[config.mk]
export PLATFORM = sky130hd
export DESIGN_NAME = oam_dma
export DESIGN_NICKNAME = d
export VERILOG_FILES = /design/src/rtl/oam_dma.sv
export SDC_FILE = /design/constraint.sdc
export NUM_CORES = 1
export LEC_CHECK = 0
export CORE_ASPECT_RATIO = 0.5
export CORE_MARGIN = 4
export CORE_UTILIZATION = 30
export CTS_CLUSTER_DIAMETER = 100
export DETAILED_ROUTE_END_ITERATION = 16
export GPL_ROUTABILITY_DRIVEN = 1
export HOLD_SLACK_MARGIN = 0.03
export PLACE_DENSITY_LB_ADDON = 0.3
export SYNTH_ARGS = -nofsm -noshare
export SYNTH_HDL_FRONTEND = slang
export SYNTH_SLANG_ARGS = --single-unit
[constraint.sdc]
create_clock -name clk -period 2.8 [get_ports clk]
set_input_delay 0.56 -clock clk [delete_from_list [all_inputs] [get_ports clk]]
set_output_delay 0.56 -clock clk [all_outputs]
set_load 0.02 [all_outputs]
[src/rtl/oam_dma.sv]
// oam_dma: sprite-RAM DMA initiator sitting between the CPU core and mem_ctrl.
// A CPU write to $4014 with page P copies CPU addresses P<<8 .. (P<<8)+$FF
// into the OAM data port ($2004) while holding the CPU stalled. When idle,
// CPU accesses pass straight through to mem_ctrl.
// Optional feature: define OAM_DMA_ALIGN_EN to insert one ALIGN cycle before
// START whenever the free-running parity bit is 1 at the trigger edge.
module oam_dma (
   input  logic        clk,
   input  logic        rst,
   input  logic [15:0] cpu_addr_in,
   input  logic [7:0]  cpu_data_in,
   input  logic        cpu_write_en,
   input  logic        cpu_read_en,
   output logic        cpu_stall,
   output logic [15:0] mem_addr,
   output logic [7:0]  mem_data_out,
   output logic        mem_write_en,
   output logic        mem_read_en,
   input  logic [7:0]  mem_data_in,
   input  logic        mem_busy,
   output logic        dma_active
);

   localparam logic [15:0] DMA_REG  = 16'h4014;
   localparam logic [15:0] OAM_DATA = 16'h2004;

   localparam logic [2:0] IDLE    = 3'd0;
   localparam logic [2:0] START   = 3'd1;
   localparam logic [2:0] READ    = 3'd2;
   localparam logic [2:0] CAPTURE = 3'd3;
   localparam logic [2:0] WRITE   = 3'd4;
`ifdef OAM_DMA_ALIGN_EN
   localparam logic [2:0] ALIGN   = 3'd5;
`endif

   logic [2:0] state;
   logic [2:0] state_next;
   logic [7:0] page;
   logic [8:0] idx;
   logic [8:0] idx_inc;
   logic [7:0] latch;
   logic       parity;
   logic       trigger;
   logic       unused_bits;

   assign trigger     = (state == IDLE) && cpu_write_en && (cpu_addr_in == DMA_REG);
   assign idx_inc     = idx + 9'd1;
   assign cpu_stall   = (state != IDLE);
   assign dma_active  = (state != IDLE);
   assign unused_bits = ^{parity, idx[8]};

   // Next-state selection; bus stages hold while mem_ctrl reports busy.
   always_comb begin
      state_next = state;
      case (state)
         IDLE: begin
`ifdef OAM_DMA_ALIGN_EN
            if (trigger) state_next = parity ? ALIGN : START;
`else
            if (trigger) state_next = START;
`endif
         end
`ifdef OAM_DMA_ALIGN_EN
         ALIGN:   state_next = START;
`endif
         START:   state_next = READ;
         READ:    if (!mem_busy) state_next = CAPTURE;
         CAPTURE: if (!mem_busy) state_next = WRITE;
         WRITE:   if (!mem_busy) state_next = idx_inc[8] ? IDLE : READ;
         default: state_next = IDLE;
      endcase
   end

   // State register; reset always wins over a simultaneous trigger.
   always_ff @(posedge clk) begin
      if (rst) state <= IDLE;
      else     state <= state_next;
   end

   // Transfer registers: page/index captured on trigger, read data latched in CAPTURE.
   always_ff @(posedge clk) begin
      if (rst) begin
         page  <= 8'h00;
         idx   <= 9'd0;
         latch <= 8'h00;
      end else begin
         if (trigger) begin
            page <= cpu_data_in;
            idx  <= 9'd0;
         end
         if ((state == CAPTURE) && !mem_busy) latch <= mem_data_in;
         if ((state == WRITE) && !mem_busy)   idx   <= idx_inc;
      end
   end

   // Free-running parity toggle used to decide on the alignment cycle.
   always_ff @(posedge clk) begin
      if (rst) parity <= 1'b0;
      else     parity <= ~parity;
   end

   // Bus drive: passthrough when idle (minus $4014 writes), DMA strobes otherwise.
   always_comb begin
      mem_addr     = {page, idx[7:0]};
      mem_data_out = latch;
      mem_write_en = 1'b0;
      mem_read_en  = 1'b0;
      case (state)
         IDLE: begin
            mem_addr     = cpu_addr_in;
            mem_data_out = cpu_data_in;
            mem_write_en = cpu_write_en && (cpu_addr_in != DMA_REG);
            mem_read_en  = cpu_read_en;
         end
         READ, CAPTURE: begin
            mem_read_en = 1'b1;
         end
         WRITE: begin
            mem_addr     = OAM_DATA;
            mem_write_en = 1'b1;
         end
         default: begin
            mem_write_en = 1'b0;
         end
      endcase
   end

endmodule

==> results by group, run 1 <==
Drt
  – Initial detailed-routing violation count: 48
  – DR pass1 iterations: 4
  – Vias: 1714
  – DR WL/cell: 15.6 um
  – Antenna viol nets, final: 0
  – Vias/cell: 5.23
  – Routed wire length: 5.13 mm
  – Drc violations: 0

Timing
  – Setup TNS: 0 ns
  – Unrepaired setup endpoints after global routing: no
  – Worst Tran Pin Value: 0.576 ns
  – Rel. slew slack: 61.5%
  – Hold Fails Final Rpt: 0
  – Final Setup Violations: 0
  – Final min period: 2.69 ns
  – Fin. max-slew vios: 0
  – Fin crit share: 96.1%
  – F_max: 372 MHz
  – Clock Skew: 0.00246 ns

Setup path
  – R2r startpoint: state[2]$_SDFFE_PP0P_
  – Setup crit end: mem_data_out[0]
  – Startpoint Class: flip-flop
  – Crit path max fanout: 13
  – Worst Setup End Kind: output port
  – Worst Path Required: 2.24 ns
  – Critical Path AT: 2.13 ns
  – R2R Path End: idx[8]$_SDFFE_PP0P_
  – Setup CP Type: flip-flop to output port
  – Register-to-Register Setup Slack: 0.84 ns
  – Setup crit start: state[2]$_SDFFE_PP0P_
  – Worst reg2reg path depth: 3

Placement
  – Hpwl dp: 3.94 mm
  – I/O Buffers: 64
  – Placed inst area: 0.00230 mm2
  – Cells after DPL: 324
  – Routability cong.: 0.773

Final layout
  – Fill cells: 510
  – Final cell count without fillers: 328
  – Design area: 0.00238 mm2
  – Multi-input logic area: 966 um2
  – FF+latch area: 561 um2
  – Final core occ: 47.3%
  – # diodes: 0
  – Final nets: 297
  – Area Growth Syn to Fin: 49.0%
  – Layout cell share with drive strength beyond 1: 9.69%

Logic synthesis
  – Synth Area in Adders: 0.782%
  – Synth Warn #: 0
  – Synth Area in Simple Gates: 25.9%
  – Post-Syn Area per Cell: 8.04 um2
  – Area fraction of the dominant cell type after synthesis: 35.0%
  – FF+latch count, synth: 28
  – Syn Nets: 237
  – Complex-gate fraction of the synthesized area: 26.1%
  – Largest area contributor in the netlist: dfxtp_1
  – Post-Synth XOR/XNOR Area: 0.547%
  – Syn Inst Count: 199
  – Largest family of logic cells by synthesized area: compound AO/OA/AOI/OAI gates
  – Synth cell types: 41
  – Sequential area share after synthesis: 35.0%
  – Mux contribution to synthesized area: 6.25%
  – Synth top area cells: dfxtp_1, a22o_1, a21oi_1
  – Syn Std Cell Area: 0.00160 mm2

Clocking
  – Num CTS Buffers: 3
  – CTS max path bufs: 2
  – H-tree levels: 1
  – Post-CTS setup buffers: 0
  – CTS tree: done
  – Clock slew at reported path FFs: 0.10 ns
  – Clock Tree Root: clkbuf_8
  – Sink Count: 28
  – Clk_lat worst skew: 0.28 ns

Pwr
  – Leakage: 0.800 nW
  – Peak VDD IR: 170 uV
  – PwrDens: 372 mW/mm2
  – Power Total: 0.886 mW

Global routing
  – Initial antenna violation count: 0
  – Number of global-route vias before repair: 1689
  – First-pass GRT wire length: 8.18 mm
  – Global route overflow: 0
  – GRT Total Usage: 15.1%
  – Largest net degree at the start of global routing: 18

Floorplanning
  – Die Width: 111 um
  – IO Count: 65
  – Die Area: 0.00664 mm2
  – Initial core utilization: 31.7%
  – Die H: 59.6 um
  – Number of cell rows: 18
  – Core ar.: 0.00504 mm2

Flow run
  – Max-cap violations: 0

Worst hold path
  – Hold Crit Class: flip-flop to flip-flop

Run status
  – Status: completed
==> flip-flops by register name (all words and copies together) (netlist names) <==
| signal | cells |
|---|---|
| state | 3 |
| latch | 8 |
| page | 8 |
| idx | 9 |
==> worst min-delay path by stage <==
stage                     depth (start not counted)                   from  slack [ns]                    end
after floorplan                                   2  latch[0]$_SDFFE_PP0P_        0.43  latch[0]$_SDFFE_PP0P_
after global placement                            2  latch[2]$_SDFFE_PP0P_        0.44  latch[2]$_SDFFE_PP0P_
after detailed placement                          2  latch[6]$_SDFFE_PP0P_        0.44  latch[6]$_SDFFE_PP0P_
after CTS                                         2  latch[6]$_SDFFE_PP0P_        0.46  latch[6]$_SDFFE_PP0P_
after global routing                              2  latch[4]$_SDFFE_PP0P_        0.48  latch[4]$_SDFFE_PP0P_
final                                             2  latch[7]$_SDFFE_PP0P_        0.46  latch[7]$_SDFFE_PP0P_
==> where the power goes <==
| part | total [mW] | leakage (nW) | switching (mW) | internal, mW |
|---|---|---|---|---|
| Clock | 0.327 | 0.0357 | 0.135 | 0.192 |
| Combinational | 0.162 | 0.539 | 0.0684 | 0.0934 |
| Sequential | 0.398 | 0.225 | 0.00000102 | 0.398 |
==> synth_stat cells <==
| cell | number |
|---|---|
| a21oi_1 | 22 |
| a221o_1 | 1 |
| a22o_1 | 13 |
| a311oi_1 | 1 |
| a31oi_1 | 3 |
| and2_1 | 1 |
| and4_1 | 1 |
| and4b_1 | 1 |
| buf_1 | 1 |
| buf_2 | 3 |
| buf_4 | 1 |
| buf_6 | 1 |
| clkbuf_1 | 9 |
| dfxtp_1 | 28 |
| ha_1 | 1 |
| inv_1 | 3 |
| inv_2 | 1 |
| mux2_2 | 8 |
| mux2i_1 | 1 |
| nand2_1 | 22 |
| nand2b_1 | 2 |
| nand3_1 | 15 |
| nand3b_1 | 4 |
| nand4_1 | 3 |
| nor2_1 | 5 |
| nor2b_1 | 1 |
| nor3_1 | 6 |
| nor3_2 | 1 |
| nor3b_1 | 2 |
| nor3b_2 | 1 |
| nor4_1 | 3 |
| nor4b_1 | 2 |
| o211ai_1 | 6 |
| o21ai_0 | 17 |
| o22a_1 | 2 |
| o311ai_0 | 1 |
| or2_2 | 1 |
| or3_1 | 1 |
| or4_1 | 2 |
| or4b_4 | 1 |
| xnor2_1 | 1 |
==> critical path, cell delays in order (launching register included) <==
cell and delay, ns:
dfxtp_1 0.61, nor3_2 0.12, inv_2 0.22, mux2_2 0.37, clkdlybuf4s50_1 0.54
==> layout by cell type, fill, tap and decap left out, types with 2 or more instances in the layout <==
cell type and n:
clkdlybuf4s50_1 63, dfxtp_1 28, a21oi_1 22, nand2_1 22, o21ai_0 17, nand3_1 15, a22o_1 13, mux2_2 8
o211ai_1 6, nor3_1 6, buf_4 6, nor2_1 5, nand3b_1 4, nand4_1 3, inv_1 3, a31oi_1 3
clkbuf_8 3, nor4_2 2, o22a_1 2, or4_1 2, nor4b_1 2, nor3b_1 2, nand2b_1 2
==> layer usage <==
layer | global-route usage [%] | vias to the layer above | part of all wire, %
li1 | - | 865 | -
met1 | 19.0 | 820 | 46
met2 | 27.5 | 27 | 51
met3 | 3.16 | 2 | 2.6
met4 | 2.60 | 0 | 0.49
met5 | 0 | - | 0
==> repair_timing <==
action / in CTS / in global routing
gates resized for setup: 3 / 0
hold buffers: 0 / 0
setup endpoints to repair: 1 / 0
==> layout make-up <==
| cell class | instances | area share, % |
|---|---|---|
| multi-input cells | 152 | 40.5 |
| repair buffers | 70 | 28.7 |
| flip-flops and latches | 28 | 23.5 |
| well taps | 70 | 3.67 |
| clock buffers | 3 | 1.73 |
| clock inverters | 1 | 1.26 |
| inverters | 4 | 0.630 |
==> kinds of logic (layout without fill, tap and decap cells) <==
| group | count (synthesis) | in the layout |
|---|---|---|
| xor+xnor | 1 | 1 |
| mux | 9 | 9 |
| fa+ha+maj | 1 | 1 |
| buf+inv | 19 | 78 |
| flops | 28 | 28 |
| compound gates | 66 | 66 |
| simple gates | 75 | 75 |
==> metrics by stage <==
stage	worst slack [ns]	hold slack, ns
6_report	0.109	0.459
5_1_grt	0.0186	0.477
3_3_place_gp	-0.0512	0.441
3_5_place_dp	-0.120	0.445
2_1_floorplan	0.661	0.433
4_1_cts	0.117	0.459
Power figures use the tool's default switching activity.
==> run 2, diff against run 1 <==
- CORE_MARGIN: 4 -> 2
- CTS_CLUSTER_SIZE: not set -> 28
- SLEW_MARGIN: not set -> 20
==> run 2 against run 1 <==
Against the previous run: worst hold slack barely moved; sequential share of layout area is 0.061 points lower; critical path type unchanged; highest routed layer unchanged; clock skew is essentially flat; largest cell class unchanged; worst setup slack improved by 0.015 ns.
==> results by group, run 2 (synthesis results as in run 1) <==
Global routing
  – GRT Total Usage: 16.4%
  – Number of global-route vias before repair: 1645
  – Global route overflow: 0
  – Largest net degree at the start of global routing: 23
  – Initial antenna violation count: 0
  – First-pass GRT wire length: 7.98 mm

Drt
  – Vias/cell: 5.31
  – DR WL/cell: 15.0 um
  – DR pass1 iterations: 4
  – Antenna viol nets, final: 0
  – Drc violations: 0
  – Vias: 1743
  – Routed wire length: 4.93 mm
  – Initial detailed-routing violation count: 61

Clocking
  – Sink Count: 28
  – CTS tree: done
  – Cts hold-fix bufs: 0
  – H-tree levels: 1
  – CTS max path bufs: 2
  – Clock Tree Root: clkbuf_8
  – Clk_lat worst skew: 0.28 ns
  – Clock slew at reported path FFs: 0.10 ns
  – Num CTS Buffers: 3

Worst hold path
  – Hold Path Stages: 2
  – Hold path startpoint: latch[0]$_SDFFE_PP0P_
  – Worst Hold End: latch[0]$_SDFFE_PP0P_
  – Hold Crit Class: flip-flop to flip-flop

Floorplanning
  – IO Count: 65
  – Core ar.: 0.00502 mm2
  – Die Area: 0.00597 mm2
  – Initial core utilization: 31.9%
  – Number of cell rows: 18
  – Die H: 55.6 um
  – Die Width: 107 um

Timing
  – Final Setup Violations: 0
  – Worst Tran Pin Value: 0.539 ns
  – Post-route worst setup slack: 0.124 ns
  – Fin crit share: 95.6%
  – Rel. slew slack: 63.9%
  – Unrepaired setup endpoints after global routing: no
  – Hold Fails Final Rpt: 0
  – Final min period: 2.68 ns
  – Fin. max-slew vios: 0
  – Clock Skew: 0.00255 ns
  – WHS: 0.458 ns
  – Setup TNS: 0 ns
  – F_max: 374 MHz

Pwr
  – Peak VDD IR: 207 uV
  – Leakage: 0.801 nW
  – PwrDens: 368 mW/mm2
  – Power Total: 0.879 mW

Setup path
  – Setup CP Type: flip-flop to output port
  – Worst Setup End Kind: output port
  – Critical Path AT: 2.12 ns
  – Worst reg2reg path depth: 3
  – Startpoint Class: flip-flop
  – Crit path max fanout: 13
  – Register-to-Register Setup Slack: 0.87 ns
  – Worst Path Required: 2.24 ns
  – R2R Path End: idx[8]$_SDFFE_PP0P_
  – R2r startpoint: state[2]$_SDFFE_PP0P_

Run status
  – Status: completed

Placement
  – I/O Buffers: 64
  – Pre-CTS setup slack: -0.0719 ns
  – Routability cong.: 0.785
  – Placed inst area: 0.00230 mm2
  – Hpwl dp: 3.75 mm

Final layout
  – Most common cell after layout, fill and taps aside: clkdlybuf4s50_1
  – Largest regs: idx x9, latch x8, page x8
  – # diodes: 0
  – Most frequent cells in the layout: clkdlybuf4s50_1, dfxtp_1, a21oi_1, nand2_1, o21ai_0
  – Biggest register: idx
  – Largest register FFs: 9
  – Layout cell share with drive strength beyond 1: 10.1%
  – Area Growth Syn to Fin: 49.4%
  – Fill cells: 512
  – Final nets: 297
  – Design area: 0.00239 mm2

Flow run
  – Max-cap violations: 0
## run 2: cell counts in the layout (fill, tap and decap cells not counted)
Identical to the previous run, type by type.
## run 2: timing repair
item,CTS,global route
gates resized for setup,4,0
setup endpoints to repair,1,0
setup buffers,0,0
## run 2: area by class of cell
class	count	area, um2	share of cell area [%]
clock buffers	3	41.3	1.73
clock inverters	1	30.0	1.26
inverters	4	15.0	0.628
multi-input cells	152	972	40.7
flip-flops and latches	28	561	23.4
well taps	70	87.6	3.66
repair buffers	70	684	28.6
## run 2: stage by stage
step / cells / utilization, %
after floorplan: 199 / -
after global placement: 324 / 45.8
after detailed placement: 324 / 45.8
after CTS: 328 / 47.6
after global routing: 328 / 47.6
final: 328 / 47.6
## run 2: worst max path at each step
stage	from	end	slack, ns	cells after the start
finish	state[2]$_SDFFE_PP0P_	mem_data_out[0]	0.12	4
floorplan	cpu_addr_in[6]	mem_write_en	0.66	5
CTS	state[2]$_SDFFE_PP0P_	mem_data_out[0]	0.13	4
global placement	cpu_addr_in[11]	mem_write_en	-0.07	6
detailed placement	cpu_addr_in[11]	mem_write_en	-0.07	6
global route	state[2]$_SDFFE_PP0P_	mem_data_out[0]	0.02	4
## run 2: critical path: stages (launching register included)
cell and delay, ns:
dfxtp_1 0.60, nor3_2 0.11, inv_2 0.21, mux2_2 0.38, clkdlybuf4s50_1 0.54
## run 2: report_power, final
group	internal (mW)	leakage, nW	switching (mW)
clock	0.192	0.0357	0.128
combinational	0.0928	0.540	0.0691
sequential	0.398	0.225	0.00000109
total	0.682	0.801	0.197
## run 2: metal layers
metal	wire, um	vias up	GRT usage [%]
met3	152	4	2.22
met1	2290	840	21.9
met4	25	0	3.34
met5	0	-	0
li1	-	867	-
met2	2460	32	28.4
==> run 3, diff against run 2 <==
- ABC_AREA: not set -> 1
==> run 3 against run 2 <==
Against the previous run: via count is 1.1% lower; largest cell class unchanged; total power grew 130%; global-route usage fell by 1.1 points; synthesized cell count grew 29%; critical path depth rose by 4; cell count grew 19%; clock skew about the same; die area rose by 1.8%.
==> results by group, run 3 <==
Setup path
  – Critical Path AT: 2.06 ns
  – Startpoint Class: input port
  – Setup CP Type: input port to output port
  – Worst Path Required: 2.24 ns
  – Setup crit start: cpu_addr_in[10]
  – Worst Setup End Kind: output port
  – R2r startpoint: state[2]$_SDFFE_PP0P_
  – Crit path max fanout: 2

Timing
  – Post-route worst setup slack: 0.178 ns
  – Fin crit share: 93.7%
  – F_max: 381 MHz
  – Unrepaired setup endpoints after global routing: no
  – Hold Fails Final Rpt: 0
  – Setup TNS: 0 ns
  – Fin. max-slew vios: 0
  – Rel. slew slack: 73.1%
  – Clock Skew: 0.00233 ns
  – Final Setup Violations: 0
  – Final min period: 2.62 ns
  – Worst Tran Pin Value: 0.403 ns

Final layout
  – Largest register FFs: 9
  – Biggest register: idx
  – Area Growth Syn to Fin: 49.3%
  – Design area: 0.00243 mm2
  – Layout cell share with drive strength beyond 1: 8.44%
  – Most common cell after layout, fill and taps aside: nand2_1
  – Most frequent cells in the layout: nand2_1, clkdlybuf4s50_1, nor2_1, inv_1, dfxtp_1
  – Largest regs: idx x9, latch x8, page x8
  – Final nets: 359
  – # diodes: 0
  – Final core occ: 48.0%

Pwr
  – Peak VDD IR: 408 uV
  – Sequential Power Share: 21.9%
  – Combinational Power Share: 62.0%
  – Internal power: 1.16 mW
  – Psw: 0.860 mW
  – Clock share of power: 16.1%
  – Sw frac: 42.6%
  – Leakage: 0.994 nW
  – PwrDens: 830 mW/mm2
  – Power Total: 2.02 mW

Logic synthesis
  – Synth Warn #: 0
  – Synth top cells by count: nand2_1, nor2_1, dfxtp_1, inv_1, o21ai_0
  – FF+latch count, synth: 28
  – Syn Std Cell Area: 0.00163 mm2
  – Syn Nets: 294
  – Synth cell types: 24
  – Post-Syn Area per Cell: 6.37 um2
  – Sequential area share after synthesis: 34.4%
  – Post-synth ARST share: 0%
  – Most frequent cell after synthesis: nand2_1
  – Syn Inst Count: 256
  – Post-synth EDFFs: 0
  – Area fraction of the dominant cell type after synthesis: 34.4%
  – Largest area contributor in the netlist: dfxtp_1
  – Synth Flop Type: dfxtp_1
  – Synth top area cells: dfxtp_1, nand2_1, nor2_1

Clocking
  – Cts hold-fix bufs: 0
  – Clock Tree Root: clkbuf_8
  – H-tree levels: 1
  – CTS max path bufs: 2
  – Num CTS Buffers: 3
  – CTS tree: done
  – Clk_lat worst skew: 0.28 ns
  – Sink Count: 28
  – Clock slew at reported path FFs: 0.10 ns

Drt
  – Vias: 1724
  – Antenna viol nets, final: 0
  – Initial detailed-routing violation count: 60
  – Routed wire length: 4.45 mm
  – Drc violations: 0
  – DR pass1 iterations: 4
  – DR WL/cell: 11.4 um
  – Vias/cell: 4.42

Flow run
  – Max-cap violations: 0

Global routing
  – Largest net degree at the start of global routing: 20
  – Number of global-route vias before repair: 1642
  – Initial antenna violation count: 0
  – Global route overflow: 0
  – GRT Total Usage: 15.3%
  – First-pass GRT wire length: 7.41 mm

Floorplanning
  – Number of cell rows: 18
  – Die Area: 0.00608 mm2
  – Die H: 56.1 um
  – Initial core utilization: 32.2%
  – Core ar.: 0.00507 mm2
  – IO Count: 65
  – Die Width: 108 um

Placement
  – I/O Buffers: 64
  – Placed inst area: 0.00236 mm2
  – Pre-CTS setup slack: 0.122 ns
  – Routability cong.: 0.836
  – Hpwl dp: 3.37 mm

Worst hold path
  – Hold path startpoint: page[2]$_SDFFE_PP0P_
  – Hold Crit Class: flip-flop to flip-flop

Run status
  – Status: completed
## run 3: cell count changes in the layout (fill, tap and decap cells not counted), sizes merged, moves of 8 or more
cell    change
a21oi      -10
nand2      +59
a22o       -13
inv        +25
o21ai       +9
mux2        -8
a211oi      +8
nor2       +42
## run 3: cell type report
class                      count  area, um2
tap                           70       87.6
clock buffer                   3       41.3
clock inverter                 1       30.0
inverter                      30        114
sequential                    28        561
timing repair buffer          69        691
fill                         520       2630
multi-input combinational    189        910
## run 3: power by group through the flow
stage | logic, mW | registers (mW) | clock network, mW
2_1_floorplan | 0.675 | 0.448 | 0
3_3_place_gp | 1.26 | 0.450 | 0
3_5_place_dp | 1.26 | 0.451 | 0
4_1_cts | 1.27 | 0.442 | 0.332
5_1_grt | 1.34 | 0.446 | 0.349
6_report | 1.25 | 0.442 | 0.326
## run 3: what timing repair did
item,4_1_cts,5_1_grt
setup endpoints to repair,0,1
setup buffers,0,0
resized for setup,0,1
## run 3: per-layer routing
layer,global-route usage (%),up-vias,wire [um]
met1,19.0,757,2140
met5,0,-,0
met2,27.1,35,2160
met4,4.03,0,18
li1,-,929,-
met3,2.81,3,132
## run 3: logic make-up after synthesis
| kind of cell | synth area share [%] |
|---|---|
| simple gates | 36.1 |
| compound gates | 18.2 |
| buf+inv | 9.98 |
| flops | 34.4 |
| xor+xnor | 0.537 |
| fa+ha+maj | 0.767 |
## run 3: final timing paths
kind | end | slack [ns] | cells past startpoint
worst min register to register | page[2]$_SDFFE_PP0P_ | 0.48 | 2
worst max-delay path | mem_write_en | 0.18 | 8
worst min-delay path | page[2]$_SDFFE_PP0P_ | 0.48 | 2
worst max register to register | idx[8]$_SDFFE_PP0P_ | 1.07 | 9
## run 3: per-stage QoR
stage	hold slack (ns)	cells
finish	0.477	390
global route	0.503	390
CTS	0.479	390
detailed placement	0.464	386
global placement	0.459	386
floorplan	0.448	256
## run 3: worst max-delay path: stages
cell and delay, ns:
clkdlybuf4s50_1 0.43, nor2_1 0.12, nand2_1 0.08, nor2_2 0.17, nand2_1 0.07, nand2_1 0.05, nand2_1 0.06, clkdlybuf4s50_1 0.53
